File: src/rtl/aes_ctrl_pkg.sv
// rtl/aes_ctrl_pkg.sv - shared offsets, bit indices, FSM state type and byte-merge helper
// Imported by aes_ctrl_wb_regs and aes_dec_wb_ctrl. Contains no ports.
package aes_ctrl_pkg;

  // Byte offsets inside the 256-byte slave window
  localparam logic [7:0] OFF_KEY0   = 8'h00;
  localparam logic [7:0] OFF_KEY1   = 8'h04;
  localparam logic [7:0] OFF_KEY2   = 8'h08;
  localparam logic [7:0] OFF_KEY3   = 8'h0C;
  localparam logic [7:0] OFF_CT0    = 8'h10;
  localparam logic [7:0] OFF_CT1    = 8'h14;
  localparam logic [7:0] OFF_CT2    = 8'h18;
  localparam logic [7:0] OFF_CT3    = 8'h1C;
  localparam logic [7:0] OFF_CTRL   = 8'h20;
  localparam logic [7:0] OFF_STATUS = 8'h24;
  localparam logic [7:0] OFF_PT0    = 8'h28;
  localparam logic [7:0] OFF_PT1    = 8'h2C;
  localparam logic [7:0] OFF_PT2    = 8'h30;
  localparam logic [7:0] OFF_PT3    = 8'h34;

  // CTRL / STATUS bit positions
  localparam int CTRL_START  = 0;
  localparam int CTRL_IRQ_EN = 1;
  localparam int STAT_BUSY   = 0;
  localparam int STAT_DONE   = 1;

  typedef enum logic [1:0] {
    IDLE    = 2'd0,
    LOAD    = 2'd1,
    RUN     = 2'd2,
    CAPTURE = 2'd3
  } state_t;

  // Merge new_w into old_w on the bytes whose select bit is set
  function automatic logic [31:0] apply_sel(input logic [31:0] old_w,
                                            input logic [31:0] new_w,
                                            input logic [3:0]  sel);
    logic [31:0] res;
    for (int b = 0; b < 4; b++) begin
      res[8*b +: 8] = sel[b] ? new_w[8*b +: 8] : old_w[8*b +: 8];
    end
    return res;
  endfunction

endpackage

File: src/rtl/aes_ctrl_wb_regs.sv
// rtl/aes_ctrl_wb_regs.sv - Wishbone decode, single-wait ack and register file
// Ports: wb_clk_i/wb_rst_i clock and async active-high reset; wbs_* Wishbone slave;
//        busy/capture from the sequencer; core_out_i plaintext from the core;
//        key_o/ct_o register contents; start_o accepted START pulse; irq_en_o, done_o.
module aes_ctrl_wb_regs
  import aes_ctrl_pkg::*;
#(
  parameter logic [31:0] BASE_ADDR = 32'h3000_0000
) (
  input  logic         wb_clk_i,
  input  logic         wb_rst_i,
  input  logic         wbs_cyc_i,
  input  logic         wbs_stb_i,
  input  logic         wbs_we_i,
  input  logic [3:0]   wbs_sel_i,
  input  logic [31:0]  wbs_adr_i,
  input  logic [31:0]  wbs_dat_i,
  output logic [31:0]  wbs_dat_o,
  output logic         wbs_ack_o,
  input  logic         busy,
  input  logic         capture,
  input  logic [127:0] core_out_i,
  output logic [127:0] key_o,
  output logic [127:0] ct_o,
  output logic         start_o,
  output logic         irq_en_o,
  output logic         done_o
);

  // Word addresses (byte offset / 4)
  localparam logic [5:0] W_KEY0   = OFF_KEY0[7:2];
  localparam logic [5:0] W_KEY1   = OFF_KEY1[7:2];
  localparam logic [5:0] W_KEY2   = OFF_KEY2[7:2];
  localparam logic [5:0] W_KEY3   = OFF_KEY3[7:2];
  localparam logic [5:0] W_CT0    = OFF_CT0[7:2];
  localparam logic [5:0] W_CT1    = OFF_CT1[7:2];
  localparam logic [5:0] W_CT2    = OFF_CT2[7:2];
  localparam logic [5:0] W_CT3    = OFF_CT3[7:2];
  localparam logic [5:0] W_CTRL   = OFF_CTRL[7:2];
  localparam logic [5:0] W_STATUS = OFF_STATUS[7:2];
  localparam logic [5:0] W_PT0    = OFF_PT0[7:2];
  localparam logic [5:0] W_PT1    = OFF_PT1[7:2];
  localparam logic [5:0] W_PT2    = OFF_PT2[7:2];
  localparam logic [5:0] W_PT3    = OFF_PT3[7:2];

  logic [3:0][31:0] key_q, ct_q, pt_q;
  logic             irq_en_q, done_q;
  logic             ack_q;
  logic             we_q;
  logic [3:0]       sel_q;
  logic [5:0]       off_q;
  logic [31:0]      wdat_q;
  logic [31:0]      rd_word;
  logic             req;
  logic             wr, wr_data, wr_ctrl, wr_stat, done_clr;
  logic             unused_adr_lsb;

  assign unused_adr_lsb = ^wbs_adr_i[1:0];

  // Ack low is part of the request so an ack cycle can never start another
  assign req = wbs_cyc_i & wbs_stb_i & ~ack_q &
               (wbs_adr_i[31:8] == BASE_ADDR[31:8]);

  // Writes commit on the edge that ends the ack cycle, from fields latched at request
  assign wr       = ack_q & we_q;
  assign wr_data  = wr & ~busy;
  assign wr_ctrl  = wr & (off_q == W_CTRL) & sel_q[0];
  assign wr_stat  = wr & (off_q == W_STATUS) & sel_q[0];
  assign start_o  = wr_ctrl & wdat_q[CTRL_START] & ~busy;
  assign done_clr = start_o | (wr_stat & wdat_q[STAT_DONE]);

  always_comb begin
    rd_word = '0;
    case (wbs_adr_i[7:2])
      W_KEY0:   rd_word = key_q[0];
      W_KEY1:   rd_word = key_q[1];
      W_KEY2:   rd_word = key_q[2];
      W_KEY3:   rd_word = key_q[3];
      W_CT0:    rd_word = ct_q[0];
      W_CT1:    rd_word = ct_q[1];
      W_CT2:    rd_word = ct_q[2];
      W_CT3:    rd_word = ct_q[3];
      W_CTRL:   rd_word[CTRL_IRQ_EN] = irq_en_q;
      W_STATUS: begin
        rd_word[STAT_BUSY] = busy;
        rd_word[STAT_DONE] = done_q;
      end
      W_PT0:    rd_word = pt_q[0];
      W_PT1:    rd_word = pt_q[1];
      W_PT2:    rd_word = pt_q[2];
      W_PT3:    rd_word = pt_q[3];
      default:  rd_word = '0;
    endcase
  end

  always_ff @(posedge wb_clk_i or posedge wb_rst_i) begin
    if (wb_rst_i) begin
      ack_q     <= 1'b0;
      wbs_dat_o <= '0;
      we_q      <= 1'b0;
      sel_q     <= '0;
      off_q     <= '0;
      wdat_q    <= '0;
      key_q     <= '0;
      ct_q      <= '0;
      pt_q      <= '0;
      irq_en_q  <= 1'b0;
      done_q    <= 1'b0;
    end else begin
      ack_q <= req;
      if (req) begin
        we_q      <= wbs_we_i;
        sel_q     <= wbs_sel_i;
        off_q     <= wbs_adr_i[7:2];
        wdat_q    <= wbs_dat_i;
        wbs_dat_o <= wbs_we_i ? 32'h0 : rd_word;
      end else begin
        wbs_dat_o <= '0;
      end

      for (int k = 0; k < 4; k++) begin
        if (wr_data && off_q == W_KEY0 + 6'(k))
          key_q[k] <= apply_sel(key_q[k], wdat_q, sel_q);
        if (wr_data && off_q == W_CT0 + 6'(k))
          ct_q[k] <= apply_sel(ct_q[k], wdat_q, sel_q);
      end

      if (wr_ctrl)
        irq_en_q <= wdat_q[CTRL_IRQ_EN];

      if (capture)
        pt_q <= core_out_i;

      // Capture setting DONE takes priority over any clear in the same cycle
      if (capture)
        done_q <= 1'b1;
      else if (done_clr)
        done_q <= 1'b0;
    end
  end

  assign wbs_ack_o = ack_q;
  assign key_o     = key_q;
  assign ct_o      = ct_q;
  assign irq_en_o  = irq_en_q;
  assign done_o    = done_q;

endmodule

File: src/rtl/aes_dec_wb_ctrl.sv
// rtl/aes_dec_wb_ctrl.sv - Wishbone sequencer for the decrypt_aes128 core
// Ports: wb_clk_i/wb_rst_i clock and async active-high reset; wbs_* Wishbone slave;
//        core_rst_o/core_key_o/core_in_o drive the core; core_out_i plaintext back;
//        irq_o level interrupt (done & irq_en).
module aes_dec_wb_ctrl
  import aes_ctrl_pkg::*;
#(
  parameter logic [31:0] BASE_ADDR   = 32'h3000_0000,
  parameter int          DEC_LATENCY = 11,
  parameter int          RST_CYCLES  = 2,
  parameter int          CNT_W       = 5
) (
  input  logic         wb_clk_i,
  input  logic         wb_rst_i,
  input  logic         wbs_cyc_i,
  input  logic         wbs_stb_i,
  input  logic         wbs_we_i,
  input  logic [3:0]   wbs_sel_i,
  input  logic [31:0]  wbs_adr_i,
  input  logic [31:0]  wbs_dat_i,
  output logic [31:0]  wbs_dat_o,
  output logic         wbs_ack_o,
  output logic         core_rst_o,
  output logic [127:0] core_key_o,
  output logic [127:0] core_in_o,
  input  logic [127:0] core_out_i,
  output logic         irq_o
);

  localparam logic [CNT_W-1:0] RST_LAST = CNT_W'(RST_CYCLES - 1);
  localparam logic [CNT_W-1:0] DEC_LAST = CNT_W'(DEC_LATENCY - 1);

  state_t           state_q, state_d;
  logic [CNT_W-1:0] cnt_q, cnt_d;
  logic             busy, capture, start, irq_en, done;

  aes_ctrl_wb_regs #(
    .BASE_ADDR (BASE_ADDR)
  ) u_regs (
    .wb_clk_i   (wb_clk_i),
    .wb_rst_i   (wb_rst_i),
    .wbs_cyc_i  (wbs_cyc_i),
    .wbs_stb_i  (wbs_stb_i),
    .wbs_we_i   (wbs_we_i),
    .wbs_sel_i  (wbs_sel_i),
    .wbs_adr_i  (wbs_adr_i),
    .wbs_dat_i  (wbs_dat_i),
    .wbs_dat_o  (wbs_dat_o),
    .wbs_ack_o  (wbs_ack_o),
    .busy       (busy),
    .capture    (capture),
    .core_out_i (core_out_i),
    .key_o      (core_key_o),
    .ct_o       (core_in_o),
    .start_o    (start),
    .irq_en_o   (irq_en),
    .done_o     (done)
  );

  always_ff @(posedge wb_clk_i or posedge wb_rst_i) begin
    if (wb_rst_i) begin
      state_q <= IDLE;
      cnt_q   <= '0;
    end else begin
      state_q <= state_d;
      cnt_q   <= cnt_d;
    end
  end

  // The counter is reused: LOAD counts reset-hold cycles, RUN counts core latency
  always_comb begin
    state_d = state_q;
    cnt_d   = cnt_q;
    case (state_q)
      IDLE: begin
        if (start) begin
          state_d = LOAD;
          cnt_d   = '0;
        end
      end
      LOAD: begin
        if (cnt_q == RST_LAST) begin
          state_d = RUN;
          cnt_d   = '0;
        end else begin
          cnt_d = cnt_q + CNT_W'(1);
        end
      end
      RUN: begin
        if (cnt_q == DEC_LAST) begin
          state_d = CAPTURE;
          cnt_d   = '0;
        end else begin
          cnt_d = cnt_q + CNT_W'(1);
        end
      end
      CAPTURE: state_d = IDLE;
      default: state_d = IDLE;
    endcase
  end

  always_comb begin
    core_rst_o = 1'b1;
    capture    = 1'b0;
    case (state_q)
      RUN:     core_rst_o = 1'b0;
      CAPTURE: begin
        core_rst_o = 1'b0;
        capture    = 1'b1;
      end
      default: ;
    endcase
  end

  assign busy  = (state_q != IDLE);
  assign irq_o = done & irq_en;

endmodule
File: config.mk
export PLATFORM = sky130hd
export DESIGN_NAME = aes_dec_wb_ctrl
export DESIGN_NICKNAME = d
export VERILOG_FILES = /design/src/rtl/aes_ctrl_pkg.sv /design/src/rtl/aes_ctrl_wb_regs.sv /design/src/rtl/aes_dec_wb_ctrl.sv
export SDC_FILE = /design/constraint.sdc
export NUM_CORES = 1
export LEC_CHECK = 0
export BUFFER_PORTS_ARGS = -buffer_cell sky130_fd_sc_hd__buf_2
export CORE_ASPECT_RATIO = 1.1
export CORE_MARGIN = 2
export CORE_UTILIZATION = 40
export CTS_CLUSTER_SIZE = 12
export DETAILED_ROUTE_END_ITERATION = 12
export HOLD_SLACK_MARGIN = 0.12
export PLACE_DENSITY_LB_ADDON = 0.12
export SLEW_MARGIN = 20
export SYNTH_ARGS = -nofsm -noshare
export SYNTH_HDL_FRONTEND = slang
export SYNTH_SLANG_ARGS = --single-unit
export TNS_END_PERCENT = 10
File: constraint.sdc
create_clock -name wb_clk_i -period 46.3 [get_ports wb_clk_i]
set_input_delay 11.575 -clock wb_clk_i [delete_from_list [all_inputs] [get_ports wb_clk_i]]
set_output_delay 11.575 -clock wb_clk_i [all_outputs]
set_load 0.03 [all_outputs]
==> reports/metrics.yaml, run 1 <==
clocking:
  insertion_delay_ps: 610
  root_buffer: "clkbuf_16"
  post_cts_buffers: 0
  h-tree-depth: 2
  cts_made_buffers: 51
  cts-resized-gates: 0
  cts_tree: "done"
  clk_pin_slew_ps: 60
  cts-hold-fix-buffers: 0
  clk_path_buf_depth: 3
  cts.sinks: 469
place:
  place.gp.congestion: 0.809
  hpwl_um: 53300
  portBuffers: 489
sta:
  fmax_mhz: 69.9
  finalCriticalPeriod_ps: 14310
  worst_slew_pin_slew_ps: 1070
  setup_violations: 0
  whs_ps: 500
  report.final.slew_viol_count: 0
  finalClockSkew_ps: 36.7
  fin_setup_tns_ps: 0
  slew_headroom_pct: 28.1
  finalHoldViolations: 0
  rsz0062_at_grt: "false"
  finalCritPeriodShare_pct: 30.9
yosys:
  netlist_area_mm2: 0.0208
  synth_nets: 1728
  synth_common_cells: "dfrtp_1 (469), mux2_2 (424), and3_1 (71)"
  yosysTopAreaCellShare_pct: 56.5
  synthArstFlopShare_pct: 100
  synthCells: 1520
  yosysMostFrequentCell: "dfrtp_1"
  ys_types: 59
  ys_seq_area_share_pct: 56.5
  synth_seq_cells: 469
  avgSynthCellArea_um2: 13.7
  ys.flop_type: "dfrtp_1"
  yosys_warnings: 0
  synth_top_cell_by_area: "dfrtp_1"
  synthTopCellsByArea: "dfrtp_1 (56%), mux2_2 (23%), and3_1 (2.1%)"
  synth_edf_count: 0
route:
  routed_wl_um: 79500
  drc: 0
  vias_per_cell: 5.77
  drtAntennaViolNets: 0
  wl_per_cell_um: 29.5
  initialDrtViolationCount: 1249
  vias: 15526
  firstDrtPassIters: 5
floorplanning:
  fp.dieH_um: 243
  num_rows: 87
  initial_utilization_pct: 40.5
  die-area_mm2: 0.0538
  fp.dieW_um: 221
  io_pins: 492
  core-area_mm2: 0.0513
grt:
  grt_pass1_vias: 16091
  grt_max_degree: 131
  grt_overflow: 0
  antenna_found_initial: 18
  grt_pass1_wl_um: 114000
  grt_util_all_layers_pct: 29.1
setup_path:
  critical-path-top-cell-by-count: "buf_4"
  cp_slowest_stage_delay_ps: 880
  worstPathArrival_ps: 14890
  cp_max_fo: 130
  path_class: "in -> async"
  path_cells: "buf_2, inv_8, buf_4, buf_4, buf_4"
  crit_path_start_kind: "input pin"
  crit_path_top_delay_cell: "buf_4"
  crit-reg2reg-launch: "state_q[0]"
  critical_path.top_delay_family: "buffers and inverters"
  required_ps: 46890
  r2r-end: "u_regs.key_o[88]"
  worst-path-buf-inv: 5
  critical_path.endpoint_type: "async pin"
  reg2regPathDepth: 6
  reg2reg_slack_ps: 43040
power:
  finalPower_uw: 857
  ir_drop_mv: 0.0271
  p_leak_uw: 0.0135
  power_density_mw_per_mm2: 33.4
hold_path:
  hold_class: "reg -> reg"
  hold_depth: 1
  min_to: "u_regs.pt_q[113]"
  min-delay-start: "u_regs.pt_q[113]"
final_layout:
  syn_to_final_growth_pct: 23.4
  layout.nets: 2189
  drive_above_1_share_pct: 52.6
  utilization_pct: 50.0
outcome:
  status: "finished, final reports clean"
flow_run:
  cap_violations: 0
cell families after synthesis:
logic type	count (synthesis)	synth area share [%]
fa+ha+maj	7	0.422
xor+xnor	1	0.0422
flops	469	56.5
mux	473	25.9
simple gates	255	7.58
compound gates	189	7.00
buf+inv	126	2.54
how the worst max path moves through the flow:
stage / start / end / slack, ps / cells after the start
finish: wb_rst_i / u_regs.ct_o[83] / 31990 / 5
global route: wb_rst_i / u_regs.ct_o[22] / 31430 / 5
CTS: wb_rst_i / u_regs.wbs_dat_o[20] / 31850 / 5
detailed placement: wb_rst_i / u_regs.ct_o[115] / 31200 / 5
global placement: wb_rst_i / u_regs.ct_o[115] / 31230 / 5
floorplan: wb_rst_i / cnt_q[0] / 21640 / 1
registers in the layout, summed over array words and instances, names as in the netlist:
name,count
cnt_q,5
state_q,2
u_regs.ct_o,128
u_regs.done_o,1
u_regs.irq_en_o,1
u_regs.key_o,128
u_regs.off_q,6
u_regs.pt_q,128
u_regs.sel_q,4
u_regs.wbs_ack_o,1
u_regs.wbs_dat_o,32
u_regs.wdat_q,32
u_regs.we_q,1
cells in the final DEF (no fill, tap or decap), types with 11 or more instances in the layout:
cell type	n
buf_2	487
dfrtp_1	469
mux2_2	424
and3_1	71
clkbuf_16	52
nand2_1	37
mux2i_1	34
buf_4	31
a22oi_1	29
a31oi_1	22
a221oi_1	21
and2_1	19
o2bb2ai_1	18
a2111oi_0	18
nand3_1	17
clkbuf_8	17
nor3_1	15
inv_1	15
a21oi_1	14
nor4_1	13
clkbuf_1	13
o22ai_1	12
o21ai_0	11
layout make-up:
| class | count | area [µm²] |
|---|---|---|
| clock buffer | 82 | 1580 |
| antenna | 6 | 15.0 |
| timing repair buffer | 518 | 2670 |
| fill | 4667 | 25600 |
| multi-input combinational | 925 | 8620 |
| inverter | 16 | 67.6 |
| clock inverter | 8 | 111 |
| tap | 667 | 835 |
| sequential | 469 | 11700 |
per-layer routing:
metal	GRT usage, %	wire length (µm)	up-vias
li1	-	-	6645
met1	38.0	32900	8149
met2	47.9	38500	585
met3	8.04	6190	119
met4	7.30	1760	28
met5	0	172	-
power breakdown:
part | total (µW) | switching (µW) | internal (µW)
Combinational | 31.8 | 22.9 | 8.97
Clock | 415 | 171 | 244
Sequential | 410 | 0.0000989 | 410
through the flow:
| stage | setup slack (ps) | std cells | instance area [µm²] |
|---|---|---|---|
| after detailed placement | 31200 | 2595 | 23900 |
| after floorplan | 21640 | 1520 | 20800 |
| final | 31990 | 2691 | 25600 |
| after CTS | 31850 | 2685 | 25600 |
| after global routing | 31430 | 2687 | 25600 |
| after global placement | 31230 | 2595 | 23900 |
Note: power is estimated with default switching activity, not from simulation.
==> run 2: changes to the inputs <==
Settings changed: ABC_AREA set to 1.
Clock period 46.3 ns to 13.05 ns, I/O delays scaled along.
==> run 2 against run 1 <==
  * Hold slack got worse by 28 ps
  * Clock skew shrank 24 ps
  * Final area is 0.34% higher
  * Sequential share of layout area down 0.15 points
  * Sequential power increased to 3.5 times the previous value
  * Combinational power grew to 2.9 times the previous value
  * Die area increased by 1.7%
  * Highest routed layer is now met4
  * Setup slack lost 25000 ps
  * Synthesized area is 1.7% higher
  * Sequential cell count unchanged
==> reports/metrics.yaml, run 2 <==
outcome:
  status: "finished, final reports clean"
setup_path:
  path_cells: "buf_2, nor2_4, buf_4, nand2_1, nor2_2, buf_4, nor2_1, nand2_1, nand2_1, inv_2, nand2_1, inv_1"
  required_ps: 13580
  path_class: "in -> reg"
  critical_path.top_delay_family: "buffers and inverters"
  reg2regPathDepth: 8
  r2r-end: "u_regs.ct_o[109]"
  critical-path-top-cell-by-count: "nand2_1"
  crit-reg2reg-launch: "state_q[0]"
  cp_max_fo: 52
  cp_slowest_stage_delay_ps: 570
  crit_path_top_delay_cell: "buf_4"
  reg2reg_slack_ps: 10140
  cp.depth: 12
  worstPathArrival_ps: 6310
  worst-path-buf-inv: 5
  critical_path.endpoint_type: "register"
  crit_path_start_kind: "input pin"
yosys:
  ys_seq_area_share_pct: 55.5
  avgSynthCellArea_um2: 8.17
  ys_types: 31
  yosysTopAreaCellShare_pct: 55.5
  synthArstFlopShare_pct: 100
  synthCells: 2585
  synth_top_cell_by_area: "dfrtp_1"
  synth_seq_cells: 469
  synth_nets: 2793
  synthTopCellsByArea: "dfrtp_1 (56%), nand2_1 (19%), o21ai_0 (7.7%)"
  yosys_warnings: 0
  synth_common_cells: "nand2_1 (1095), dfrtp_1 (469), o21ai_0 (326)"
  netlist_area_mm2: 0.0211
  synth_edf_count: 0
  yosysMostFrequentCell: "nand2_1"
  ys.flop_type: "dfrtp_1"
route:
  vias_per_cell: 4.97
  firstDrtPassIters: 5
  routed_wl_um: 74400
  drc: 0
  wl_per_cell_um: 19.8
  drtAntennaViolNets: 0
  vias: 18661
  initialDrtViolationCount: 1673
sta:
  report.final.slew_viol_count: 0
  rsz0062_at_grt: "false"
  fin_setup_tns_ps: 0
  finalCriticalPeriod_ps: 5770
  worst_slew_pin_slew_ps: 1100
  finalCritPeriodShare_pct: 44.2
  slew_headroom_pct: 26.9
  fmax_mhz: 173
  finalHoldViolations: 0
  whs_ps: 471
  finalClockSkew_ps: 12.5
  setup_violations: 0
clocking:
  cts.sinks: 469
  cts_tree: "done"
  h-tree-depth: 2
  clk_pin_slew_ps: 60
  root_buffer: "clkbuf_16"
  cts_made_buffers: 52
  insertion_delay_ps: 600
  cts-hold-fix-buffers: 0
  clk_path_buf_depth: 3
  cts-resized-gates: 0
  post_cts_buffers: 0
place:
  dp.cells: 3658
  place.gp.congestion: 0.882
  hpwl_um: 54500
  portBuffers: 489
final_layout:
  layout.nets: 3245
  seqCellArea_mm2: 0.0117
  utilization_pct: 49.2
  multi_input_area_mm2: 0.00810
  final_common_cell: "nand2_1"
  final_cell_mix: "nand2_1 (1095), buf_2 (489), dfrtp_1 (469)"
  fillers: 5156
  drive_above_1_share_pct: 22.0
  syn_to_final_growth_pct: 21.8
  final_cells: 3754
floorplanning:
  num_rows: 88
  core-area_mm2: 0.0523
  io_pins: 492
  fp.dieH_um: 245
  initial_utilization_pct: 40.4
  fp.dieW_um: 223
  die-area_mm2: 0.0547
power:
  internal_power_uw: 2340
  p_sw_share_pct: 22.5
  combPwrFrac_pct: 3.1
  power_density_mw_per_mm2: 117
  finalPower_uw: 3020
  ir_drop_mv: 0.0854
  p_clk_share_pct: 48.8
  seqPwrFrac_pct: 48.2
  p_leak_uw: 0.0139
  switching_power_uw: 679
hold_path:
  hold_depth: 2
  hold_class: "reg -> reg"
  min_to: "u_regs.pt_q[126]"
  min-delay-start: "u_regs.pt_q[126]"
grt:
  antenna_found_initial: 2
  grt_pass1_vias: 17520
  grt_max_degree: 168
  grt_pass1_wl_um: 110000
  grt_overflow: 0
  grt_util_all_layers_pct: 26.9
flow_run:
  cap_violations: 0
-- run 2: cell count changes after synthesis, moves of 22 or more --
cell / delta
buf_6: +24
nand3_4: +22
o21ai_1: +36
nor2_1: +179
o21ai_0: +315
nand2_1: +1058
a22oi_1: -29
nand3_1: +53
inv_1: +161
a31oi_1: -22
mux2_2: -424
and3_1: -71
mux2i_1: -34
o21ai_2: +31
-- run 2: area by class of cell --
cell class | count | area share (%)
multi-input cells | 1819 | 31.5
well taps | 675 | 3.28
repair buffers | 512 | 10.2
flip-flops and latches | 469 | 45.6
clock inverters | 16 | 0.481
clock buffers | 78 | 6.18
inverters | 183 | 2.69
diodes | 2 | 0.0195
-- run 2: how the worst max path moves through the flow --
stage / start / end / slack [ps]
2_1_floorplan: wb_rst_i / cnt_q[0] / 3440
3_3_place_gp: wbs_adr_i[7] / u_regs.wbs_dat_o[18] / 6650
3_5_place_dp: wbs_adr_i[7] / u_regs.wbs_dat_o[14] / 6670
4_1_cts: wbs_adr_i[7] / u_regs.wbs_dat_o[14] / 7290
5_1_grt: wbs_adr_i[7] / u_regs.wbs_dat_o[10] / 7100
6_report: wbs_adr_i[7] / u_regs.wbs_dat_o[14] / 7280
-- run 2: kinds of logic after synthesis --
logic type	share of synthesized area [%]
AND/OR/NAND/NOR	27.5
flip-flops	55.5
AO/OA/AOI/OAI	10.0
buffers and inverters	6.35
adder cells (fa/ha/maj)	0.415
XOR/XNOR	0.124
-- run 2: power groups by stage --
stage / Clock, µW / Combinational [µW] / Sequential, µW
floorplan: 0 / 38.9 / 1480
detailed placement: 0 / 93.9 / 1480
global route: 1570 / 104 / 1450
finish: 1470 / 92.2 / 1450
CTS: 1510 / 94.3 / 1450
global placement: 0 / 93.2 / 1480
-- run 2: per-layer routing --
layer  vias to the layer above  wire, µm  GRT usage, %
met5                         -         0             0
met4                         0      1930          8.17
met3                       103      5590          5.93
met2                       605     33000          40.8
met1                      8907     33900          38.5
li1                       9046         -             -
-- run 2: worst min-delay path: stages, from the launching register on --
cell and delay [ps]:
dfrtp_1 340, nand2_1 50, nand2_1 50
-- run 2: through the flow --
stage | setup WS, ps | area, µm²
floorplan | 3440 | 21100
global placement | 6650 | 24000
detailed placement | 6670 | 24000
CTS | 7290 | 25700
global route | 7100 | 25700
finish | 7280 | 25700
